### config.mk
export PLATFORM = sky130hd
export DESIGN_NAME = uart_baud_gen
export DESIGN_NICKNAME = d
export VERILOG_FILES = /design/src/rtl/uart_baud_pkg.sv /design/src/rtl/uart_baud_prescaler.sv /design/src/rtl/uart_baud_gen.sv
export SDC_FILE = /design/constraint.sdc
export NUM_CORES = 1
export LEC_CHECK = 0
export CORE_MARGIN = 2
export CORE_UTILIZATION = 48
export DETAILED_ROUTE_END_ITERATION = 8
export HOLD_SLACK_MARGIN = 0.05
export PLACE_DENSITY = 0.74
export SLEW_MARGIN = 20
export SYNTH_ARGS = -nofsm -noshare
export SYNTH_HDL_FRONTEND = slang
export SYNTH_SLANG_ARGS = --single-unit
### constraint.sdc
create_clock -name pclk -period 1.9 [get_ports pclk]
set_clock_uncertainty 0.2 [all_clocks]
set_input_delay 0.19 -clock pclk [delete_from_list [all_inputs] [get_ports pclk]]
set_output_delay 0.19 -clock pclk [all_outputs]
set_load 0.03 [all_outputs]
### src/rtl/uart_baud_pkg.sv
// Shared encodings and defaults for the UART baud-rate generator.
// The fractional divider is built only when UART_BAUD_FRAC_EN is defined.
package uart_baud_pkg;

    localparam int DIV_W_DEF  = 16;
    localparam int FRAC_W_DEF = 4;

    typedef enum logic [1:0] {
        OSR_16   = 2'd0,
        OSR_8    = 2'd1,
        OSR_4    = 2'd2,
        OSR_RSVD = 2'd3
    } osr_sel_e;

    // Reserved encoding falls back to 16x oversampling.
    function automatic logic [4:0] osr_len(input osr_sel_e sel);
        case (sel)
            OSR_8:   osr_len = 5'd8;
            OSR_4:   osr_len = 5'd4;
            default: osr_len = 5'd16;
        endcase
    endfunction

endpackage

### src/rtl/uart_baud_prescaler.sv
// Integer/fractional pclk divider producing the one-cycle oversample tick.
// Fractional stretch logic exists only when UART_BAUD_FRAC_EN is defined.
module uart_baud_prescaler
    import uart_baud_pkg::*;
#(
    parameter int DIV_W  = DIV_W_DEF,
    parameter int FRAC_W = FRAC_W_DEF
) (
    input  logic              i_clk,
    input  logic              i_rst,
    input  logic              i_en,
    input  logic [DIV_W-1:0]  i_div,
    input  logic [FRAC_W-1:0] i_frac,
    output logic              o_wrap,
    output logic              o_os_tick
);

    logic [DIV_W:0] r_cnt;
    logic [DIV_W:0] w_lim;
    logic           w_stretch;
    logic           r_os_tick;

`ifdef UART_BAUD_FRAC_EN
    logic [FRAC_W-1:0] r_acc;
    logic              r_stretch;
    logic [FRAC_W:0]   w_sum;

    assign w_sum = {1'b0, r_acc} + {1'b0, i_frac};

    // The carry lengthens only the period that follows this wrap.
    always_ff @(posedge i_clk) begin
        if (i_rst || !i_en) begin
            r_acc     <= '0;
            r_stretch <= 1'b0;
        end else if (o_wrap) begin
            r_acc     <= w_sum[FRAC_W-1:0];
            r_stretch <= w_sum[FRAC_W];
        end
    end

    assign w_stretch = r_stretch;
`else
    logic w_unused_frac;
    assign w_unused_frac = ^i_frac;
    assign w_stretch     = 1'b0;
`endif

    assign w_lim  = {1'b0, i_div} + {{DIV_W{1'b0}}, w_stretch};
    assign o_wrap = i_en && (r_cnt == w_lim);

    always_ff @(posedge i_clk) begin
        if (i_rst || !i_en) begin
            r_cnt     <= '0;
            r_os_tick <= 1'b0;
        end else begin
            r_os_tick <= o_wrap;
            r_cnt     <= o_wrap ? '0 : r_cnt + (DIV_W+1)'(1);
        end
    end

    assign o_os_tick = r_os_tick;

endmodule

### src/rtl/uart_baud_gen.sv
// UART baud generator: shadow config, prescaler, TX and RX oversample counters.
// Define UART_BAUD_FRAC_EN to build the fractional divisor support.
module uart_baud_gen
    import uart_baud_pkg::*;
#(
    parameter int DIV_W  = DIV_W_DEF,
    parameter int FRAC_W = FRAC_W_DEF
) (
    input  logic              pclk,
    input  logic              prst,
    input  logic              brg_en,
    input  logic [DIV_W-1:0]  brg_div,
    input  logic [FRAC_W-1:0] brg_frac,
    input  logic [1:0]        brg_osr,
    input  logic              rx_resync,
    output logic              brg_os_tick,
    output logic              brg_tx_tick,
    output logic              brg_rx_tick,
    output logic              brg_rx_sample
);

    logic [DIV_W-1:0]  r_div;
    logic [FRAC_W-1:0] r_frac;
    osr_sel_e          r_osr;

    // Config is only sampled while the generator is idle.
    always_ff @(posedge pclk) begin
        if (prst) begin
            r_div  <= '0;
            r_frac <= '0;
            r_osr  <= OSR_16;
        end else if (!brg_en) begin
            r_div  <= brg_div;
            r_frac <= brg_frac;
            r_osr  <= osr_sel_e'(brg_osr);
        end
    end

    logic w_wrap;

    uart_baud_prescaler #(
        .DIV_W  (DIV_W),
        .FRAC_W (FRAC_W)
    ) u_prescaler (
        .i_clk     (pclk),
        .i_rst     (prst),
        .i_en      (brg_en),
        .i_div     (r_div),
        .i_frac    (r_frac),
        .o_wrap    (w_wrap),
        .o_os_tick (brg_os_tick)
    );

    logic [4:0] w_len;
    logic [3:0] w_last;
    logic [3:0] w_mid;

    assign w_len  = osr_len(r_osr);
    assign w_last = 4'(w_len - 5'd1);
    assign w_mid  = 4'((w_len >> 1) - 5'd1);

    logic [3:0] r_tx_os;
    logic [3:0] r_rx_os;
    logic       r_tx_tick;
    logic       r_rx_tick;
    logic       r_rx_sample;

    // A resync on a wrap edge swallows that os tick for the RX side only.
    always_ff @(posedge pclk) begin
        if (prst || !brg_en) begin
            r_tx_os     <= '0;
            r_rx_os     <= '0;
            r_tx_tick   <= 1'b0;
            r_rx_tick   <= 1'b0;
            r_rx_sample <= 1'b0;
        end else begin
            r_tx_tick   <= w_wrap && (r_tx_os == w_last);
            r_rx_tick   <= w_wrap && !rx_resync && (r_rx_os == w_last);
            r_rx_sample <= w_wrap && !rx_resync && (r_rx_os == w_mid);
            if (w_wrap) begin
                r_tx_os <= (r_tx_os == w_last) ? 4'd0 : r_tx_os + 4'd1;
            end
            if (rx_resync) begin
                r_rx_os <= 4'd0;
            end else if (w_wrap) begin
                r_rx_os <= (r_rx_os == w_last) ? 4'd0 : r_rx_os + 4'd1;
            end
        end
    end

    assign brg_tx_tick   = r_tx_tick;
    assign brg_rx_tick   = r_rx_tick;
    assign brg_rx_sample = r_rx_sample;

endmodule

==> results.toml <==
[detailed_routing]
drc = 0
ant_nets = 0
via_count = 1686
wl_um = 4030
wl_per_cell_um = 12.4
drt_pre_antenna_iters = 4
avgViaCountPerCell = 5.19
drtIter0Drc = 83

[sta]
fmax_mhz = 564
tns_ns = 0
tightest_slew_ns = 0.370
fin_hold_ws_ns = 0.286
final.min_clock_period_ns = 1.77
hold_viol = 0
setup_viol = 0
slew_viol_final = 0
finalCritPeriodShare_pct = 93.3
slew_headroom_pct = 75.2

[cts]
cts_tree = "yes"
clk_pin_slew_ns = 0.09
clk_path_buf_depth = 2
clock_tree.root_cell = "clkbuf_8"
cts_inserted_buffers = 5
worstSkewPairLatency_ns = 0.30
htree_levels = 2
clock-sinks = 47

[power]
power_density_nw_per_um2 = 788
power_uw = 2110
power_leakage_uw = 0.00111
ir_drop_v = 0.000529

[global_route]
grt_max_degree = 21
grt_pass1_vias = 1644
grt_usage_pct = 18.0
grt.overflow.total = 0
grt_pass1_wl_um = 7170
antenna_found_initial = 0

[synth]
synth_enable_flop_cells = 0
ys_seq_area_share_pct = 44.3
yosysTopAreaCellShare_pct = 44.3
yosys.area.top_type = "dfxtp_1"
ys_types = 28
synth.area.top_cells = "dfxtp_1 44%, mux2i_1 9.4%, nor2_1 8.3%"
ys_seq_elements = 47
syn_area_um2 = 2120
syn_avg_cell_area_um2 = 9.23
ys.flop_type = "dfxtp_1"
syn-num-nets = 260
synth_cells = 230
async_flop_share_pct = 0
yosysWarningCount = 0
synthTopCellsByCount = "47 x dfxtp_1, 47 x nor2_1, 20 x mux2i_1"

[layout]
drive_above_1_share_pct = 10.6
layout.nets = 302
multi_input_area_um2 = 1140
n_antenna_cell = 0
fin_area_um2 = 2680
fillCellCount = 376
syn_to_final_growth_pct = 26.2
final_core_utilization_pct = 62.4
ff_latch_area_um2 = 941

[placement]
post-dp-hpwl_um = 3030
gp_congestion = 0.820
io_buffers = 25
placed_area_um2 = 2540

[worst_hold_path]
hold_class = "input pin to register"
hold_end = "r_div[10]"
hp-start = "brg_div[10]"
hold_depth = 3

[status]
status = "finished, final reports clean"

[floorplan]
core_area_um2 = 4290
die_y_um = 70.5
die_area_um2 = 4970
die_w_um = 70.5
initial_core_util_pct = 49.4
rows = 24
io_pins = 30

[setup_path]
r2r_slack_ns = 0.13
cp-end-kind = "register"
rr_endpoint = "u_prescaler.r_cnt[14]"
r2r-start = "u_prescaler.r_cnt[12]"
path_max_fanout = 16
path_class = "register to register"
cp.arrival_ns = 1.77
reg2reg_depth = 6
required_ns = 1.90
crit_path_start_kind = "register"

[job]
drv_cap = 0
==> cell usage in the layout (no fill, tap or decap), types with 2 or more instances in the layout <==
master,netlist,final
nand4b_1,3,3
bufinv_16,0,2
nor2_1,47,47
xor2_1,19,19
nand4_1,7,7
nand3_1,13,12
o21ai_0,5,5
clkdlybuf4s50_1,0,25
and3_1,7,7
nor3_1,4,4
xnor2_1,18,18
a21oi_1,5,5
mux2i_1,20,20
dfxtp_1,47,47
nand2_1,11,11
buf_4,0,17
clkbuf_8,0,5
ha_1,4,4
nand2b_1,2,2
==> worst max-delay path by stage <==
stage,from,end,cells after the start
3_5_place_dp,brg_en,u_prescaler.r_cnt[5],6
6_report,u_prescaler.r_cnt[12],u_prescaler.r_cnt[14],6
3_3_place_gp,brg_en,u_prescaler.r_cnt[9],6
2_1_floorplan,u_prescaler.r_cnt[2],u_prescaler.r_cnt[11],7
5_1_grt,r_osr[0],r_tx_os[3],6
4_1_cts,u_prescaler.r_cnt[12],u_prescaler.r_cnt[3],6
==> cell type report <==
type / count / area share (%)
Sequential cell: 47 / 35.1
Clock buffer: 6 / 2.71
Inverter: 1 / 0.140
Timing Repair Buffer: 43 / 14.8
Clock inverter: 2 / 2.24
Multi-Input combinational cell: 174 / 42.5
Tap cell: 52 / 2.43
==> layer usage <==
layer | track usage, % | vias up | part of all wire, %
met1 | 21.5 | 784 | 46
met4 | 9.40 | 0 | 1.9
met2 | 30.5 | 28 | 49
met5 | 0 | - | 0
li1 | - | 866 | -
met3 | 3.75 | 8 | 3.4
==> through the flow <==
| stage | setup WS, ns | std cells |
|---|---|---|
| CTS | 0.0149 | 325 |
| detailed placement | -0.132 | 317 |
| finish | 0.128 | 325 |
| global route | -0.0202 | 325 |
| global placement | -0.112 | 317 |
| floorplan | 0.0750 | 230 |
==> timing repair <==
item | CTS | global route
hold buffers | 0 | 0
buffers inserted | 0 | 0
gates resized for setup | 0 | 2
setup endpoints to repair | 0 | 18
==> worst max-delay path, cell delays in order, from the launching register on <==
cell	delay [ns]
dfxtp_1	0.40
xnor2_1	0.14
nand4_1	0.16
or3_4	0.41
o21ai_4	0.16
buf_12	0.16
nor2_1	0.05
==> cells by family after synthesis <==
logic type / synth area share, %
XOR/XNOR: 15.3
multiplexers: 9.43
AND/OR/NAND/NOR: 22.3
buffers and inverters: 2.47
flip-flops: 44.3
adder cells (fa/ha/maj): 2.36
AO/OA/AOI/OAI: 3.83
==> report_power, final <==
group	leakage, uW	total (uW)	internal (uW)	switching [uW]
logic	0.000658	228	124	104
clock network	0.0000654	856	526	330
registers	0.000382	1030	1010	18.1
total	0.00111	2110	1660	452
==> sequential cells by signal (all words and copies together) (netlist names) <==
name / cells
brg_rx_tick: 1
r_osr: 2
r_rx_os: 4
r_tx_os: 4
u_prescaler.r_cnt: 17
brg_tx_tick: 1
brg_rx_sample: 1
r_div: 16
u_prescaler.o_os_tick: 1
(Power assumes the default switching activity.)
